### config.mk
export PLATFORM = sky130hd
export DESIGN_NAME = aud_key_conditioner
export DESIGN_NICKNAME = d
export VERILOG_FILES = /design/src/rtl/aud_ctrl_pkg.sv /design/src/rtl/aud_key_channel.sv /design/src/rtl/aud_key_conditioner.sv
export SDC_FILE = /design/constraint.sdc
export NUM_CORES = 1
export LEC_CHECK = 0
export CORE_ASPECT_RATIO = 1.75
export CORE_UTILIZATION = 30
export DETAILED_ROUTE_END_ITERATION = 12
export GPL_ROUTABILITY_DRIVEN = 0
export HOLD_SLACK_MARGIN = 0.06
export MAX_ROUTING_LAYER = met4
export SYNTH_ARGS = -nofsm -noshare
export SYNTH_HDL_FRONTEND = slang
export SYNTH_SLANG_ARGS = --single-unit
### constraint.sdc
create_clock -name i_clk -period 2.89 [get_ports i_clk]
set_input_delay 0.4335 -clock i_clk [delete_from_list [all_inputs] [get_ports i_clk]]
set_output_delay 0.4335 -clock i_clk [all_outputs]
set_load 0.005 [all_outputs]
### src/rtl/aud_ctrl_pkg.sv
`default_nettype none
// +---------------------------------------------------------------------------+
// | Package  : aud_ctrl_pkg                                                   |
// | Purpose  : Shared key-channel state type, key indices and counter sizing. |
// | Revision : 1.0 - initial release                                          |
// +---------------------------------------------------------------------------+
package aud_ctrl_pkg;

    typedef enum logic [1:0] {
        S_UP        = 2'd0,
        S_DOWN_WAIT = 2'd1,
        S_DOWN      = 2'd2,
        S_UP_WAIT   = 2'd3
    } key_state_e;

    localparam int KEY_START = 0;
    localparam int KEY_PAUSE = 1;
    localparam int KEY_STOP  = 2;

    // One width serves both the debounce and the hold counter.
    function automatic int cnt_width(input int deb, input int hold);
        int m;
        m = (deb > hold) ? deb : hold;
        return $clog2(m + 1);
    endfunction

endpackage
`default_nettype wire

### src/rtl/aud_key_channel.sv
`default_nettype none
// +---------------------------------------------------------------------------+
// | Module   : aud_key_channel                                                |
// | Purpose  : One key: 2-flop synchroniser, debounce FSM, press/release/long |
// |            pulses. Long-press logic built only with AUD_KEY_LONG_PRESS_EN. |
// | Revision : 1.0 - initial release                                          |
// +---------------------------------------------------------------------------+
module aud_key_channel
    import aud_ctrl_pkg::*;
#(
    parameter int DEBOUNCE_CYCLES = 240_000,
    parameter int LONG_CYCLES     = 12_000_000
) (
    input  logic i_clk,
    input  logic i_rst_n,
    input  logic i_key_n,
    output logic o_press,
    output logic o_release,
    output logic o_level,
    output logic o_long
);

    localparam int                 c_cnt_w    = cnt_width(DEBOUNCE_CYCLES, LONG_CYCLES);
    localparam logic [c_cnt_w-1:0] c_one      = c_cnt_w'(1);
    localparam logic [c_cnt_w-1:0] c_cnt_max  = {c_cnt_w{1'b1}};
    localparam logic [c_cnt_w-1:0] c_deb_last = c_cnt_w'(DEBOUNCE_CYCLES - 1);

    logic [1:0]         r_sync;
    logic               w_s;
    key_state_e         r_state, w_state_nxt;
    logic [c_cnt_w-1:0] r_cnt, w_cnt_nxt, w_cnt_inc;
    logic               r_press, r_release, r_level;
    logic               w_press_nxt, w_release_nxt, w_level_nxt;

    // Flops hold the raw active-low key, so reset to 1 reads as released.
    always_ff @(posedge i_clk or negedge i_rst_n) begin
        if (!i_rst_n) r_sync <= 2'b11;
        else          r_sync <= {r_sync[0], i_key_n};
    end

    assign w_s       = ~r_sync[1];
    assign w_cnt_inc = (r_cnt == c_cnt_max) ? r_cnt : r_cnt + c_one;

    always_comb begin
        w_state_nxt   = r_state;
        w_cnt_nxt     = r_cnt;
        w_press_nxt   = 1'b0;
        w_release_nxt = 1'b0;
        w_level_nxt   = r_level;
        case (r_state)
            S_UP: begin
                if (w_s) begin
                    w_state_nxt = S_DOWN_WAIT;
                    w_cnt_nxt   = c_one;
                end
            end
            S_DOWN_WAIT: begin
                if (!w_s) begin
                    w_state_nxt = S_UP;
                    w_cnt_nxt   = '0;
                end else if (r_cnt == c_deb_last) begin
                    w_state_nxt = S_DOWN;
                    w_cnt_nxt   = '0;
                    w_press_nxt = 1'b1;
                    w_level_nxt = 1'b1;
                end else begin
                    w_cnt_nxt = w_cnt_inc;
                end
            end
            S_DOWN: begin
                if (!w_s) begin
                    w_state_nxt = S_UP_WAIT;
                    w_cnt_nxt   = c_one;
                end
            end
            S_UP_WAIT: begin
                if (w_s) begin
                    w_state_nxt = S_DOWN;
                    w_cnt_nxt   = '0;
                end else if (r_cnt == c_deb_last) begin
                    w_state_nxt   = S_UP;
                    w_cnt_nxt     = '0;
                    w_release_nxt = 1'b1;
                    w_level_nxt   = 1'b0;
                end else begin
                    w_cnt_nxt = w_cnt_inc;
                end
            end
            default: begin
                w_state_nxt = S_UP;
                w_cnt_nxt   = '0;
                w_level_nxt = 1'b0;
            end
        endcase
    end

    always_ff @(posedge i_clk or negedge i_rst_n) begin
        if (!i_rst_n) begin
            r_state   <= S_UP;
            r_cnt     <= '0;
            r_press   <= 1'b0;
            r_release <= 1'b0;
            r_level   <= 1'b0;
        end else begin
            r_state   <= w_state_nxt;
            r_cnt     <= w_cnt_nxt;
            r_press   <= w_press_nxt;
            r_release <= w_release_nxt;
            r_level   <= w_level_nxt;
        end
    end

    assign o_press   = r_press;
    assign o_release = r_release;
    assign o_level   = r_level;

`ifdef AUD_KEY_LONG_PRESS_EN
    localparam logic [c_cnt_w-1:0] c_long_full = c_cnt_w'(LONG_CYCLES);
    localparam logic [c_cnt_w-1:0] c_long_last = c_cnt_w'(LONG_CYCLES - 1);

    logic [c_cnt_w-1:0] r_hold;
    logic               r_long;
    logic               w_enter_down;

    // Bounces through S_UP_WAIT pause the hold count but never clear it.
    assign w_enter_down = (r_state == S_DOWN_WAIT) && w_s && (r_cnt == c_deb_last);

    always_ff @(posedge i_clk or negedge i_rst_n) begin
        if (!i_rst_n) begin
            r_hold <= '0;
            r_long <= 1'b0;
        end else begin
            r_long <= 1'b0;
            if (w_enter_down) begin
                r_hold <= '0;
            end else if ((r_state == S_DOWN) && w_s && (r_hold != c_long_full)) begin
                r_hold <= r_hold + c_one;
                if (r_hold == c_long_last) r_long <= 1'b1;
            end
        end
    end

    assign o_long = r_long;
`else
    assign o_long = 1'b0;
`endif

endmodule
`default_nettype wire

### src/rtl/aud_key_conditioner.sv
`default_nettype none
// +---------------------------------------------------------------------------+
// | Module   : aud_key_conditioner                                            |
// | Purpose  : Bank of independent debounced key channels producing clean     |
// |            press/release/long pulses (long needs AUD_KEY_LONG_PRESS_EN).   |
// | Revision : 1.0 - initial release                                          |
// +---------------------------------------------------------------------------+
module aud_key_conditioner
    import aud_ctrl_pkg::*;
#(
    parameter int NUM_KEYS        = 3,
    parameter int DEBOUNCE_CYCLES = 240_000,
    parameter int LONG_CYCLES     = 12_000_000
) (
    input  logic                i_clk,
    input  logic                i_rst_n,
    input  logic [NUM_KEYS-1:0] i_key_n,
    output logic [NUM_KEYS-1:0] o_press,
    output logic [NUM_KEYS-1:0] o_release,
    output logic [NUM_KEYS-1:0] o_level,
    output logic [NUM_KEYS-1:0] o_long
);

    if (DEBOUNCE_CYCLES < 2) begin : g_param_check
        $error("aud_key_conditioner: DEBOUNCE_CYCLES must be >= 2");
    end

    for (genvar gi = 0; gi < NUM_KEYS; gi++) begin : g_chan
        aud_key_channel #(
            .DEBOUNCE_CYCLES (DEBOUNCE_CYCLES),
            .LONG_CYCLES     (LONG_CYCLES)
        ) u_chan (
            .i_clk     (i_clk),
            .i_rst_n   (i_rst_n),
            .i_key_n   (i_key_n[gi]),
            .o_press   (o_press[gi]),
            .o_release (o_release[gi]),
            .o_level   (o_level[gi]),
            .o_long    (o_long[gi])
        );
    end

endmodule
`default_nettype wire

After elaboration in Yosys (flattened, before gate mapping):

Index checks and enable logic that the tools add are counted.

* bits in registers: 93
* bits in latches: 0
* memory bits (writable): 0
* ROM bits: 0
* input port bits: 5
* output and inout port bits: 12
* logic and storage cells: 147
* memories kept: 0

* add/sub/neg operators: 3
* multipliers: 0
* divide/modulo/power cells: 0
* order comparisons: 0
* equality and inequality tests: 39
* shift-type cells: 0
* multiplexer cells: 72
* bitwise operators: 0
* reduce and logical (&&, ||, !) cells: 15

Operators with widths (number)
* $mux 24: 18
* $pmux 24 s4: 3
* $add 24x1->24 const B: 3
* $eq 24x18->1 const B: 3
* $eq 24x24->1 const B: 3
* $mux 2: 18
* $mux 1: 27
* $ne 2x1->1 const B: 12
* $pmux 2 s4: 3
* $reduce_and 5->1: 3
* $eq 2x2->1 const B: 6
* $ne 2x2->1 const B: 6
* $reduce_and 4->1: 3
* $ne 3x1->1 const B: 3
* $ne 3x3->1 const B: 3
* $eq 2x1->1 const B: 3
* $logic_not 2->1: 3
* $pmux 1 s2: 3
* $reduce_and 2->1: 3
* $reduce_bool 2->1: 3

Logic depth before layout (Yosys ltp):

Gate-level depths: netlist (run 1).

* depth after elaboration: 5
* depth in mapped cells: 8

Cells and area by module:

A second synthesis (run 1) with hierarchy kept.

* cells, all modules: 593
* area total of the unflattened synthesis: 5424.0 sq um

Modules (own cells, without submodules)
* aud_key_channel at g_chan[0].u_chan ...: times used 2, cells each 193, area an instance 1796.7 sq um
* aud_key_channel at g_chan[2].u_chan: times used 1, cells each 207, area an instance 1830.5 sq um

Worst setup path before layout (run 1):

No wires, ideal clock.

* path kind: reg2reg
* start: register g_chan[2].u_chan.r_cnt[9]
* end: register g_chan[2].u_chan.r_level
* setup time: 124 ps
* arrival: 1984 ps
* data required time: 2766 ps
* slack: 782 ps
* stages on the path, launching flop included: 7
* path buffers: 1
* period minus slack after synthesis: 2108 ps
* cells stage by stage: dfrtp_1 or4b_1 or3_4 or4_4 buf_6 o21ai_2 a2bb2oi_2

* longest elaborated chain between the ends: 3
* elaborated cells between the ends (all ways): 4

Ends and longest elaborated chain
* start: declaration: RTL line aud_key_channel.sv:31 `logic [c_cnt_w-1:0] r_cnt, w_cnt_nxt, w_cnt_inc;`
* start signal: assignment: RTL line aud_key_channel.sv:106 `r_cnt <= w_cnt_nxt;`
* $eq 24x18->1 (*): RTL line aud_key_channel.sv:61, aud_key_channel.sv:80
* $ne 2x1->1 (no line)
* $reduce_and 5->1 (no line) (*)
* end signal: assignment: RTL line aud_key_channel.sv:109 `r_level <= w_level_nxt;`
* end: declaration: RTL line aud_key_channel.sv:32 `logic r_press, r_release, r_level;`

Every way passes the cells marked *; elsewhere a longest branch is shown, timed or not.
A chain may end at the register's enable or synchronous reset.

Final worst setup path (run 1):

* start: register g_chan[2].u_chan.r_cnt[0]
* end: register g_chan[2].u_chan.r_cnt[1]

* longest elaborated chain between the ends: 5
* elaborated cells between the ends (all ways): 8

Ends and longest elaborated chain
* $add 24x1->24 / $eq 24x24->1 (equally long branches): RTL line aud_key_channel.sv:42 `assign w_cnt_inc = (r_cnt == c_cnt_max) ? r_cnt : r_cnt + c_one;`
* $mux 24: RTL line aud_key_channel.sv:42
* $mux 24 (*): RTL line aud_key_channel.sv:61, aud_key_channel.sv:80
* $mux 24, on equally long branches: RTL line aud_key_channel.sv:77, aud_key_channel.sv:58
* $pmux 24 s4 (*): RTL line aud_key_channel.sv:50 `case (r_state)`

Marks and branches as above.

==> metrics.cfg, run 1 <==
[run_status]
status=finished, final reports clean

[logic_synthesis]
yosys-top-cells-count=dfrtp_1, a21oi_1, nand2_1, nand3_1, nor2_1
syn_inst=591
synth_compound_area_share_pct=20.4
ys_ff_latch=93
synthFlopType=dfrtp_1
synthTopCellsByArea=dfrtp_1, a21oi_1, nand3_1
synth_xor_area_share_pct=2.93
synth_top_cell_by_area=dfrtp_1
synth_edf_count=0
synth_warnings=0
synthArstFlopShare_pct=100
mappedNetlistArea_sq_um=5390
synth_mux_area_share_pct=0.557
yosysUniqueCellTypes=65
yosysMostFrequentCell=dfrtp_1
yosys.area_share.simple_pct=26.5
synthAdderAreaFrac_pct=0.697
yosysTopAreaCellShare_pct=40.4
synth_top_family_by_area=simple AND/OR/NAND/NOR gates
yosysSeqAreaShare_pct=43.3
syn_area_per_cell_sq_um=9.11

[floorplan]
io_pins=17
die_area_sq_um=18500
die_height_um=179
die_w_um=103
core-area_sq_um=17500
rows=64
start_util_pct=30.7

[worst_setup_path]
critPathRequiredTime_ns=3.15
start_kind=flop
endpoint_kind=flop
r2r_start=g_chan[2].u_chan.r_cnt[0]
reg2reg_slack_ns=0.39
arrival_ns=2.76
critical_path_class=reg2reg
startpoint=g_chan[2].u_chan.r_cnt[0]
crit_fanout=9

[global_routing]
grt_overflow=0
first_global_vias=4612
grt_start_max_net_pins=53
grt.total_usage_pct=15.7
grt_pass1_wl_mm=22.0
antenna_found_initial=0

[sta]
rsz0062_at_grt=false
worst_pin_slew_ns=0.906
period_minus_slack_ns=2.50
whs_ns=0.112
finClkSkew_ns=0.0115
slew_violations=0
timing.fmax_mhz=400
final.setup.tns_ns=0
slew_headroom_pct=39.4
finalSetupViolations=0
min_period_over_period_pct=86.5
worst_slack_ns=0.389
hold_viol=0

[cts]
clk_latency_ns=0.34
clk_pin_slew_worst_paths_ns=0.07
post_cts_buffers=0
cts_tree=done
clockBufferDepth=2
htreeDepth=3
cts_sinks=93
numCtsBuffers=9
hold_buffers=0
cts_resized=0
cts_root_buf=clkbuf_16

[worst_hold_path]
hp-class=in2async

[power_and_ir_drop]
leakagePower_nw=2.24
powerDensity_nw_per_um2=479
vdd_ir_drop_max_mv=0.247

[cells_and_area]
finalNetCount=594
n_antenna_cell=0
post-route-util_pct=34.0
fillCellCount=1763
stdcell_count=822
layout-drive-gt1-share_pct=10.2
seq_area_sq_um=2330
multi_input_comb_area_sq_um=2760
syn2layout_area_growth_pct=10.8

[route]
drcViolationCount=0
routed_via_density=5.74
wire_per_inst_um=16.2
ant_nets=0
num_vias=4715
dr.pass1.iters=4
first_iter_violations=249
routed_wl_mm=13.3

[flow_run]
maxCapViolations=0

[placed_design]
hpwlAfterDp_mm=9.62
port_buffers=13
pre_cts_slack_ns=0.458
placed_cells=806

## critical path, cell delays in order (launching register included)
cell,delay (ns)
dfrtp_1,0.47
ha_1,0.25
nand4_1,0.18
or3_1,0.56
nor3_2,0.55
o21ai_0,0.20
a21oi_1,0.20
## routing by layer
layer / vias up / routed length (um) / track usage (%)
met5: - / 0 / -
met4: 0 / 551 / 8.86
met3: 48 / 454 / 2.30
met2: 135 / 7120 / 27.5
met1: 2298 / 5210 / 16.6
li1: 2234 / - / -
## flip-flops by register name, indices dropped and copies added (netlist names), named ones only
signal,cells
g_chan.u_chan.r_state,3
g_chan.u_chan.o_press,3
g_chan.u_chan.r_sync,6
g_chan.u_chan.o_release,3
g_chan.u_chan.r_cnt,72
g_chan.u_chan.o_level,3
## final timing paths
path                                              end  cells past startpoint
setup / recovery            g_chan[2].u_chan.r_cnt[1]                      6
setup reg to reg            g_chan[2].u_chan.r_cnt[1]                      6
min in group i_clk         g_chan[2].u_chan.r_sync[1]                      0
max in group asynchronous  g_chan[1].u_chan.r_sync[0]                      2
hold reg to reg            g_chan[2].u_chan.r_sync[1]                      0
hold / removal                              async pin                      1
## cells by family (layout without fill, tap and decap cells)
family | Yosys count | count (layout)
compound gates | 165 | 165
xor+xnor | 18 | 18
fa+ha+maj | 3 | 3
buf+inv | 61 | 59
flops | 93 | 93
mux | 3 | 3
other cells | 1 | 3
simple gates | 247 | 247
## power by group
| group | internal (mW) | switching (mW) | leakage, nW |
|---|---|---|---|
| registers | 1.34 | 0.0568 | 1.26 |
| logic | 0.114 | 0.213 | 0.856 |
| clock network | 0.610 | 0.523 | 0.123 |
## final cells by class
cell class                 count  share of cell area [%]
sequential                    93                    39.1
timing repair buffer          25                    3.86
clock buffer                  10                    4.00
tap                          231                    4.84
multi-input combinational    439                    46.3
inverter                      18                    1.13
clock inverter                 6                   0.776
## cell usage in the layout, fill, tap and decap left out, types with 3 or more instances in the layout
| cell | instances |
|---|---|
| and2_1 | 4 |
| nand2b_1 | 3 |
| clkinvlp_4 | 5 |
| nand3_1 | 39 |
| or3_1 | 8 |
| nor3_1 | 25 |
| xor2_1 | 3 |
| dfstp_2 | 6 |
| a21oi_1 | 40 |
| a21o_1 | 13 |
| o31a_1 | 3 |
| nor2_1 | 33 |
| or2_2 | 6 |
| or4_1 | 11 |
| a41oi_1 | 11 |
| a2bb2oi_1 | 6 |
| or4b_2 | 3 |
| o21ai_0 | 24 |
| o31ai_1 | 13 |
| clkdlybuf4s50_1 | 12 |
| and4_1 | 12 |
| mux2i_1 | 3 |
| dfrtp_1 | 87 |
| nand4_1 | 21 |
| conb_1 | 3 |
| buf_4 | 12 |
| nand2_1 | 39 |
| a31oi_1 | 28 |
| clkbuf_16 | 9 |
| o211ai_1 | 7 |
| inv_1 | 18 |
| nor4_1 | 12 |
| and3_1 | 10 |
| o2111ai_1 | 4 |
| ha_1 | 3 |
| xnor2_1 | 15 |
## metrics by stage
step / cell area (sq um) / power [mW]
3_3_place_gp: 5680 / 1.75
5_1_grt: 5970 / 2.98
6_report: 5970 / 2.86
2_1_floorplan: 5390 / 1.63
3_5_place_dp: 5680 / 1.75
4_1_cts: 5970 / 2.90
No activity file was read; power rests on OpenSTA's default activity.
==> run 2: changes to the inputs <==
--- a/config.mk
+++ b/config.mk
@@ -6,7 +6,8 @@
 export NUM_CORES = 1
 export LEC_CHECK = 0
 export CORE_ASPECT_RATIO = 1.75
-export CORE_UTILIZATION = 30
+export CORE_MARGIN = 10
+export CORE_UTILIZATION = 35
 export DETAILED_ROUTE_END_ITERATION = 12
 export GPL_ROUTABILITY_DRIVEN = 0
 export HOLD_SLACK_MARGIN = 0.06
==> metrics.cfg, run 2 (same netlist as run 1, synthesis figures left out) <==
[worst_hold_path]
hp-class=reg2reg
worstHoldPathCells=0
hold-path-endpoint=g_chan[0].u_chan.r_sync[1]
min_from=g_chan[0].u_chan.r_sync[0]

[route]
drcViolationCount=0
drt-met1-wl_mm=5.32
wire_per_inst_um=17.3
highest_layer=met4
first_iter_violations=258
dr.pass1.iters=5
routed_via_density=6.10
dr_wl_met2_mm=7.32
routed_wl_mm=13.4
ant_nets=0
met3WireLength_um=365
num_vias=4742

[floorplan]
die_area_sq_um=20900
rows=60
start_util_pct=35.3
core-area_sq_um=15200
die_w_um=114
io_pins=17
die_height_um=184

[sta]
period_minus_slack_ns=2.36
hold_viol=0
slew_headroom_pct=44.0
worst_slack_ns=0.531
finalSetupViolations=0
rsz0062_at_grt=false
min_period_over_period_pct=81.6
final.setup.tns_ns=0
slew_violations=0
whs_ns=0.360
worst_pin_slew_ns=0.836
timing.fmax_mhz=424
finClkSkew_ns=0.0122

[cts]
clk_latency_ns=0.35
htreeDepth=3
cts_tree=done
numCtsBuffers=9
clk_pin_slew_worst_paths_ns=0.08
clockBufferDepth=2
cts_root_buf=clkbuf_16
cts_resized=0
cts_sinks=93

[cells_and_area]
mostFrequentLayoutCells=dfrtp_1, a21oi_1, nand2_1, nand3_1, nor2_1
fillCellCount=1513
largestRegisters=g_chan.u_chan.r_cnt (72), g_chan.u_chan.r_sync (6)
layout-drive-gt1-share_pct=9.98
largest-register=g_chan.u_chan.r_cnt
n_antenna_cell=0
layout_commonest_cell=dfrtp_1
largest_reg_flops=72
syn2layout_area_growth_pct=9.99
finalNetCount=594

[global_routing]
first_global_vias=4651
antenna_found_initial=0
grt_start_max_net_pins=47
grt_overflow=0
grt.total_usage_pct=13.3
grt_pass1_wl_mm=22.6

[worst_setup_path]
endpoint_kind=flop
arrival_ns=2.63
critical_path_class=reg2reg
reg2reg_slack_ns=0.53
worstReg2RegEnd=g_chan[2].u_chan.r_cnt[9]
critPathRequiredTime_ns=3.16
crit_fanout=9
r2r_start=g_chan[2].u_chan.r_cnt[0]
start_kind=flop
reg2regPathDepth=6

[power_and_ir_drop]
leakagePower_nw=2.26
clockPowerShare_pct=40.5
sequentialPowerShare_pct=48.1
vdd_ir_drop_max_mv=0.262
p_int_mw=2.06
powerDensity_nw_per_um2=489
switching_power_mw=0.837
switching_share_pct=28.9
pwr-share-comb_pct=11.3

[flow_run]
maxCapViolations=0

[placed_design]
hpwlAfterDp_mm=9.91
pre_cts_slack_ns=0.536
port_buffers=13

[run_status]
status=finished, final reports clean

==> run 2: per-stage QoR <==
step / power [mW] / std cells / util (%) / cell area [sq um]
finish: 2.90 / 777 / 38.9 / 5920
detailed placement: 1.75 / 760 / 36.9 / 5620
floorplan: 1.63 / 593 / - / 5390
global route: 3.02 / 777 / 38.9 / 5920
CTS: 2.93 / 777 / 38.9 / 5920
global placement: 1.74 / 760 / 36.9 / 5620
==> run 2: worst max-delay path by stage <==
stage / start / endpoint / slack, ns / depth (start not counted)
after floorplan: g_chan[2].u_chan.r_cnt[9] / g_chan[2].u_chan.o_level / 0.78 / 6
after global placement: g_chan[2].u_chan.r_cnt[9] / g_chan[2].u_chan.r_cnt[23] / 0.58 / 5
after detailed placement: g_chan[2].u_chan.r_cnt[9] / g_chan[2].u_chan.r_cnt[18] / 0.54 / 5
after CTS: g_chan[2].u_chan.r_cnt[9] / g_chan[2].u_chan.r_cnt[18] / 0.53 / 5
after global routing: g_chan[2].u_chan.r_cnt[0] / g_chan[2].u_chan.r_cnt[9] / 0.39 / 6
final: g_chan[2].u_chan.r_cnt[0] / g_chan[2].u_chan.r_cnt[9] / 0.53 / 6
==> run 2: metal layers <==
layer	vias up	global-route usage, %
li1	2229	-
met1	2353	14.0
met4	0	6.49
met2	117	23.8
met3	43	1.79
met5	-	-
==> run 2: what timing repair did <==
item,CTS,global route
setup endpoints to repair,0,0
endpoints found under the hold margin,22,0
hold buffers,1,0
setup buffers,0,0
==> run 2: area by class of cell <==
class	instances	area [sq um]	area share (%)
well taps	186	233	3.93
clock buffers	9	225	3.80
clock inverters	7	68.8	1.16
flip-flops and latches	93	2330	39.4
multi-input cells	439	2760	46.6
inverters	18	67.6	1.14
repair buffers	25	233	3.93
==> run 2: worst max-delay path, cell delays in order (launching register included) <==
cell     delay, ns
dfrtp_1       0.44
ha_1          0.25
nand4_1       0.17
or3_1         0.53
nor3_2        0.52
o21ai_0       0.19
a31oi_1       0.19
==> run 2: power by group through the flow <==
stage,Clock (mW),Sequential [mW],Combinational [mW]
after floorplan,0,1.40,0.223
after global placement,0,1.42,0.324
after detailed placement,0,1.42,0.329
after CTS,1.21,1.39,0.331
after global routing,1.25,1.40,0.366
final,1.17,1.40,0.329
==> run 3: changes to the inputs <==
==> constraint.sdc (replaced) <==
create_clock -name i_clk -period 2.3 [get_ports i_clk]
set_input_delay 0.345 -clock i_clk [delete_from_list [all_inputs] [get_ports i_clk]]
set_output_delay 0.345 -clock i_clk [all_outputs]
set_load 0.005 [all_outputs]
==> metrics.cfg, run 3 (same netlist as run 1, synthesis figures left out) <==
[cells_and_area]
largest_reg_flops=72
fin_area_sq_um=6230
mostFrequentLayoutCells=dfrtp_1, buf_4, a21oi_1
fillCellCount=1495
n_antenna_cell=0
largestRegisters=g_chan.u_chan.r_cnt (72), g_chan.u_chan.r_sync (6)
stdcell_count=810
syn2layout_area_growth_pct=15.6
finalNetCount=627
post-route-util_pct=40.9
multi_input_comb_area_sq_um=2780
layout_commonest_cell=dfrtp_1
seq_area_sq_um=2340
layout-drive-gt1-share_pct=15.4
largest-register=g_chan.u_chan.r_cnt

[power_and_ir_drop]
powerDensity_nw_per_um2=608
vdd_ir_drop_max_mv=0.358
power_mw=3.78
leakagePower_nw=2.45

[sta]
final.setup.tns_ns=0
slew_violations=0
finClkSkew_ns=0.0106
worst_slack_ns=0.124
period_minus_slack_ns=2.18
timing.fmax_mhz=460
worst_pin_slew_ns=0.838
rsz0062_at_grt=false
min_period_over_period_pct=94.6
finalSetupViolations=0
slew_headroom_pct=43.9
whs_ns=0.360
hold_viol=0

[placed_design]
hpwlAfterDp_mm=10.3
pre_cts_slack_ns=0.107
port_buffers=13
placed_cell_area_sq_um=5880
placed_cells=793

[worst_setup_path]
critPathTopFamily=simple AND/OR/NAND/NOR gates
endpoint_kind=flop
arrival_ns=2.38
critPathMaxStageDelay_ns=0.49
crit_chain=or4b_1, or3_4, o311a_4, nor2_4, buf_4, a311oi_1
crit_fanout=13
cp_num_buf_inv=1
cpMaxStageDelayCell=or4b_1
start_kind=flop
critical_path_class=reg2reg
critPathRequiredTime_ns=2.51

[floorplan]
rows=60
die_area_sq_um=20900
die_w_um=114
start_util_pct=35.3
core-area_sq_um=15200
io_pins=17
die_height_um=184

[route]
ant_nets=0
drcViolationCount=0
wire_per_inst_um=17.2
routed_via_density=5.94
dr.pass1.iters=7
routed_wl_mm=13.9
num_vias=4808
first_iter_violations=239

[global_routing]
grt.total_usage_pct=14.0
grt_overflow=0
first_global_vias=4797
grt_start_max_net_pins=44
antenna_found_initial=0
grt_pass1_wl_mm=23.8

[cts]
cts_tree=done
cts_root_buf=clkbuf_16
clk_pin_slew_worst_paths_ns=0.07
htreeDepth=3
numCtsBuffers=9
clk_latency_ns=0.35
cts_sinks=93
clockBufferDepth=2

[worst_hold_path]
hp-class=reg2reg

[run_status]
status=finished, final reports clean

[flow_run]
maxCapViolations=0

-- run 3: power by group --
| group | internal (mW) | switching (mW) | leakage (nW) |
|---|---|---|---|
| sequential | 1.68 | 0.0705 | 1.26 |
| clock | 0.872 | 0.702 | 0.152 |
| combinational | 0.174 | 0.280 | 1.04 |
-- run 3: repair_timing --
item	in CTS	in global routing
hold buffers	1	0
endpoints found under the hold margin	37	0
endpoints found under the setup margin	0	22
buffers inserted	0	0
resized for setup	0	5
-- run 3: worst reg2reg max path: stages (launching register included) --
cell	delay [ns]
dfrtp_1	0.44
or4b_1	0.49
or3_4	0.36
o311a_4	0.39
nor2_4	0.13
buf_4	0.17
a311oi_1	0.06
-- run 3: cell type report --
| cell class | instances | area share, % |
|---|---|---|
| Sequential cell | 93 | 37.5 |
| Clock inverter | 7 | 1.47 |
| Inverter | 18 | 1.09 |
| Timing Repair Buffer | 58 | 7.92 |
| Tap cell | 186 | 3.74 |
| Clock buffer | 9 | 3.62 |
| Multi-Input combinational cell | 439 | 44.7 |
-- run 3: path summary, 6_finish.rpt --
kind	startpoint	endpoint	slack (ns)	depth (start not counted)
worst max-delay path	g_chan[2].u_chan.r_cnt[18]	g_chan[2].u_chan.r_cnt[23]	0.12	6
worst min-delay path	g_chan[2].u_chan.r_sync[0]	g_chan[2].u_chan.r_sync[1]	0.36	0
worst max register to register	g_chan[2].u_chan.r_cnt[18]	g_chan[2].u_chan.r_cnt[23]	0.12	6
worst min register to register	g_chan[2].u_chan.r_sync[0]	g_chan[2].u_chan.r_sync[1]	0.36	0
max in group asynchronous	i_rst_n	g_chan[0].u_chan.r_sync[0]	1.13	3
min in group asynchronous	i_rst_n	g_chan[1].u_chan.r_cnt[17]	0.53	2
-- run 3: routing by layer --
metal / share of wire (%) / GRT usage [%] / vias up
met2: 55 / 24.6 / 119
li1: - / - / 2302
met5: 0 / - / -
met3: 3.7 / 2.51 / 30
met1: 39 / 14.9 / 2357
met4: 2.3 / 6.24 / 0
==> RTL edit 1, RTL diff (flow settings as in run 1) <==
`LONG_CYCLES` is set to 12_000_000 in 2 places; all go to 24_000_000.
--- a/src/rtl/aud_key_channel.sv
+++ b/src/rtl/aud_key_channel.sv
@@ -9,7 +9,7 @@
     import aud_ctrl_pkg::*;
 #(
     parameter int DEBOUNCE_CYCLES = 240_000,
-    parameter int LONG_CYCLES     = 12_000_000
+    parameter int LONG_CYCLES     = 24_000_000
 ) (
     input  logic i_clk,
     input  logic i_rst_n,
--- a/src/rtl/aud_key_conditioner.sv
+++ b/src/rtl/aud_key_conditioner.sv
@@ -10,7 +10,7 @@
 #(
     parameter int NUM_KEYS        = 3,
     parameter int DEBOUNCE_CYCLES = 240_000,
-    parameter int LONG_CYCLES     = 12_000_000
+    parameter int LONG_CYCLES     = 24_000_000
 ) (
     input  logic                i_clk,
     input  logic                i_rst_n,
Behaviour: same outputs for any inputs over 10 cycles, from zero or initial values and one cycle with i_rst_n low; that may be too few to reach the edited logic, so the function may still have changed.
==> RTL edit 1 against run 1 <==
Routed wire length increased by 2.4%; largest cell class unchanged; sequential share of layout area decreased by 0.17 points; power increased by 1.9%; setup slack improved by 0.035 ns; final cell count increased by 2.9%; clock skew increased by 0.0019 ns; largest power group unchanged; area after synthesis increased by 2.3%; sequential cell count increased by 3; non-clock buffer count increased by 3; design area increased by 3.7%.
==> RTL edit 1: results (changes against run 1) <==
[placed_design]
io_buffers=13  ; unchanged
dpl.cell_count=829  ; was 806
dpl_worst_slack_ns=0.526  ; was 0.458 ns
placed_cell_area_mm2=0.00584  ; was 0.00568 mm^2
hpwl_um=9850  ; was 9620 um

[cells_and_area]
diodes=0  ; unchanged
fin_cells=846  ; was 822
nNetsFinal=615  ; was 594
reg_top3=g_chan.u_chan.r_cnt (75), g_chan.u_chan.r_sync (6)  ; was g_chan.u_chan.r_cnt (72), g_chan.u_chan.r_sync (6)
drive_above_1_share=0.0948  ; was 0.102
fillers=1797  ; was 1763

[yosys]
syn-instance-count=604  ; was 591
synthFlopType=dfrtp_1  ; unchanged
synth_area_leaders=dfrtp_1 41%, a21oi_1 3.8%, nand2_1 3.6%  ; was dfrtp_1 40%, a21oi_1 3.8%, nand3_1 3.6%
synth_cell_types=68  ; was 65
synth-seq-area-share=0.437  ; was 0.433
ys_async_sr_fraction=1.00  ; unchanged
ys_top_cells_by_count=90 x dfrtp_1, 53 x nand2_1, 42 x a21oi_1  ; was 87 x dfrtp_1, 41 x a21oi_1, 39 x nand2_1, 39 x nand3_1, 33 x nor2_1

[route]
via_per_inst=5.83  ; was 5.74
drt_iter0_drc=358  ; was 249
top_layer=met4  ; unchanged
wl_met3_um=410  ; was 454 um
wl_met2_um=7450  ; was 7120 um
wl_met1_um=5420  ; was 5210 um
wl_per_cell_um=16.1  ; was 16.2 um
firstDrtPassIters=5  ; was 4

[clock_network]
clk_pin_slew_ns=0.07  ; about the same
post_cts_buffers=0  ; unchanged
cts_buffers=9  ; unchanged
htree_levels=3  ; unchanged
clkLatencyLatePin_ns=0.36  ; was 0.34 ns
hold_buffers=1  ; was 0
clockBufferDepth=2  ; unchanged

[setup_path]
cp_slowest_cell=nor4_1  ; was or3_1
slowest_delay_ns=0.70  ; was 0.56 ns
crit_family=simple AND/OR/NAND/NOR gates  ; unchanged
r2r-start=g_chan[0].u_chan.r_cnt[4]$_DFFE_PN0P_  ; was g_chan[2].u_chan.r_cnt[0]$_DFFE_PN0P_
startpoint=g_chan[0].u_chan.r_cnt[4]$_DFFE_PN0P_  ; was g_chan[2].u_chan.r_cnt[0]$_DFFE_PN0P_
crit_fanout=7  ; was 9
cp.arrival_ns=2.76  ; about the same

[run]
maxCapViolCount=0  ; unchanged

[pwr]
power_leakage_uw=0.00232  ; was 0.00224 uW
ir_drop_uv=295  ; was 247 uV
power_density_mw_per_mm2=471  ; was 479 mW/mm^2

[global_route]
antenna_found_initial=0  ; unchanged
grt_use_met3=0.0184  ; was 0.0230
grt_usage=0.152  ; was 0.157
grt_max_degree=47  ; was 53
grt_first_pass_wirelength_um=22900  ; was 22000 um
grt.met1_usage=0.160  ; was 0.166
grtUsageMet2=0.275  ; about the same
grt_pass1_vias=4765  ; was 4612

[timing]
slew_headroom=0.486  ; was 0.394
fin_worst_skew_ns=0.0134  ; was 0.0115 ns

[status]
status=completed  ; unchanged

[min_path]
min_from=g_chan[2].u_chan.r_sync[0]$_DFF_PN1_
hp-class=flop to flop  ; was primary input to asynchronous set/reset pin

## RTL edit 1: cell types whose count changed after synthesis, moves of 6 or more
cell / delta
nand2_1: +14
nor3_1: -13
inv_1: -10
buf_2: -6
nand3_1: -12
o21ai_0: +11
and2_1: +9
and3_1: +10
a2bb2oi_1: -6
a21o_1: -6
nand4_1: +9
## RTL edit 1: final timing paths
path	endpoint	slack, ns	cells past startpoint
max	g_chan[0].u_chan.r_cnt[17]$_DFFE_PN0P_	0.42	5
min	g_chan[2].u_chan.r_sync[1]$_DFF_PN1_	0.36	0
min in group asynchronous	g_chan[2].u_chan.o_level$_DFFE_PN0P_	0.55	2
max in group asynchronous	g_chan[0].u_chan.r_cnt[2]$_DFFE_PN0P_	1.66	3
min reg2reg	g_chan[2].u_chan.r_sync[1]$_DFF_PN1_	0.36	0
max reg2reg	g_chan[0].u_chan.r_cnt[17]$_DFFE_PN0P_	0.42	5
## RTL edit 1: cell families after synthesis
| family | after synthesis | synth area share |
|---|---|---|
| buffers and inverters | 46 | 0.0447 |
| adders and majority gates | 3 | 0.00681 |
| DFF | 96 | 0.437 |
| other | 1 | 0.000681 |
| muxes | 3 | 0.00568 |
| and+or+nand+nor | 267 | 0.274 |
| AOI/OAI and AO/OA | 169 | 0.199 |
| xor gates and xnor gates | 19 | 0.0316 |
## RTL edit 1: where the power goes
part	switching, uW	leakage, uW	internal (uW)	total (uW)
clock	564	0.000162	780	1340
combinational	116	0.000850	57.1	173
sequential	28.3	0.00130	1370	1400
total	708	0.00232	2200	2910
## RTL edit 1: cell type report
class / instances / share of cell area
inverter: 8 / 0.00485
clock buffer: 9 / 0.0364
tap: 234 / 0.0473
multi-input combinational: 464 / 0.463
clock inverter: 7 / 0.0178
timing repair buffer: 28 / 0.0412
sequential: 96 / 0.389
==> RTL edit 2, RTL diff (config.mk and constraints of run 1) <==
Without the edit above. Encoding of `key_state_e`: now one-hot (4 bits for 4 states).
--- a/src/rtl/aud_ctrl_pkg.sv
+++ b/src/rtl/aud_ctrl_pkg.sv
@@ -6,11 +6,11 @@
 // +---------------------------------------------------------------------------+
 package aud_ctrl_pkg;
 
-    typedef enum logic [1:0] {
-        S_UP        = 2'd0,
-        S_DOWN_WAIT = 2'd1,
-        S_DOWN      = 2'd2,
-        S_UP_WAIT   = 2'd3
+    typedef enum logic [3:0] {
+        S_UP        = 4'b0001,
+        S_DOWN_WAIT = 4'b0010,
+        S_DOWN      = 4'b0100,
+        S_UP_WAIT   = 4'b1000
     } key_state_e;
 
     localparam int KEY_START = 0;
Function: same outputs for any inputs over 10 cycles, from zero or initial values and one cycle with i_rst_n low; not proved beyond that.
==> RTL edit 2 against run 1 <==
Combinational power increased by 15%; power increased by 14%; critical path type unchanged; routed wire length increased by 2.4%; highest routed layer unchanged; setup slack improved by 0.088 ns; sequential cell count increased by 6; clock power increased by 19%; area after synthesis increased by 9.5%; design area increased by 11%; global-route usage decreased by 0.66 points.
==> RTL edit 2: results (changes against run 1) <==
[status]
status=completed  ; unchanged

[cells_and_area]
clk_share=0.0502  ; was 0.0478
multi_input_gates=496  ; was 439
drive_above_1_share=0.105  ; was 0.102
multi_input_area_share=0.471  ; was 0.463
n_all_inverters=12  ; was 18
fillers=1963  ; was 1763
nNonClkBuffers=36  ; was 25
design_area_mm2=0.00660  ; was 0.00597 mm^2
nonClkBufAreaFrac=0.0497  ; was 0.0386

[yosys]
synth_xor_area_frac=0.0327  ; was 0.0293
ys_seq_elements=99  ; was 93
synth_cell_types=75  ; was 65
synth_fa_ha_area_frac=0.00636  ; was 0.00697
synth-seq-area-share=0.422  ; was 0.433
ys_top_cells_by_count=90 x dfrtp_1, 55 x a21oi_1, 45 x nand2_1, 45 x nor2_1, 35 x o21ai_0  ; was 87 x dfrtp_1, 41 x a21oi_1, 39 x nand2_1, 39 x nand3_1, 33 x nor2_1
synth.avg_cell_area_um2=9.00  ; was 9.11 um^2

[setup_path]
worst_ep_required_time_ns=3.13  ; was 3.15 ns
r2r-start=g_chan[0].u_chan.r_cnt[12]$_DFFE_PN0P_  ; was g_chan[2].u_chan.r_cnt[0]$_DFFE_PN0P_
cp.arrival_ns=2.65  ; was 2.76 ns
critPathCapture=g_chan[0].u_chan.r_cnt[13]$_DFFE_PN0P_  ; was g_chan[2].u_chan.r_cnt[1]$_DFFE_PN0P_

[route]
wl_per_cell_um=15.2  ; was 16.2 um
dr_total_vias=4946  ; was 4715
drt_iter0_drc=247  ; was 249
wl_um=13700  ; was 13300 um

[clock_network]
hold_buffers=1  ; was 0
clkLatencyLatePin_ns=0.36  ; was 0.34 ns

[pwr]
ir_drop_uv=234  ; was 247 uV
power_leakage_uw=0.00233  ; was 0.00224 uW

[min_path]
hp-class=flop to flop  ; was primary input to asynchronous set/reset pin

[placed_design]
dpl.cell_count=883  ; was 806
placed_cell_area_mm2=0.00626  ; was 0.00568 mm^2
hpwl_um=9600  ; was 9620 um

[timing]
hold_slack_ns=0.356  ; was 0.112 ns
slew_headroom=0.492  ; was 0.394

[floorplan]
rows=67  ; was 64

[global_route]
grt_usage=0.151  ; was 0.157

## RTL edit 2: cell types whose count changed after synthesis, sizes merged, moves of 8 or more
cell	before	now
or3	9	32
a31oi	28	8
a21oi	41	56
nor3	27	12
o21ai	25	38
nor2b	0	11
a41oi	11	1
nand2b	3	13
nand3	39	29
nor2	36	45
a2111oi	0	8
a21o	13	5
or4	12	20
## RTL edit 2: per-layer routing
layer,up-vias,GRT usage,wire (um)
met5,-,-,0
met3,17,0.0205,223
met1,2439,0.174,5760
met2,47,0.256,7360
met4,0,0.0669,316
li1,2443,-,-
## RTL edit 2: worst max-delay path, delay by kind of cell, from the launching register on
family | cells | cell delay [ns]
flops | 1 | 0.43
compound gates | 2 | 0.24
buf+inv | 1 | 0.20
simple gates | 3 | 1.42
## RTL edit 2: power breakdown
part	leakage [uW]	total (uW)	internal [uW]	switching (uW)
clock network	0.000163	1350	775	578
registers	0.00134	1520	1440	83.4
logic	0.000829	376	147	229
total	0.00233	3250	2360	890
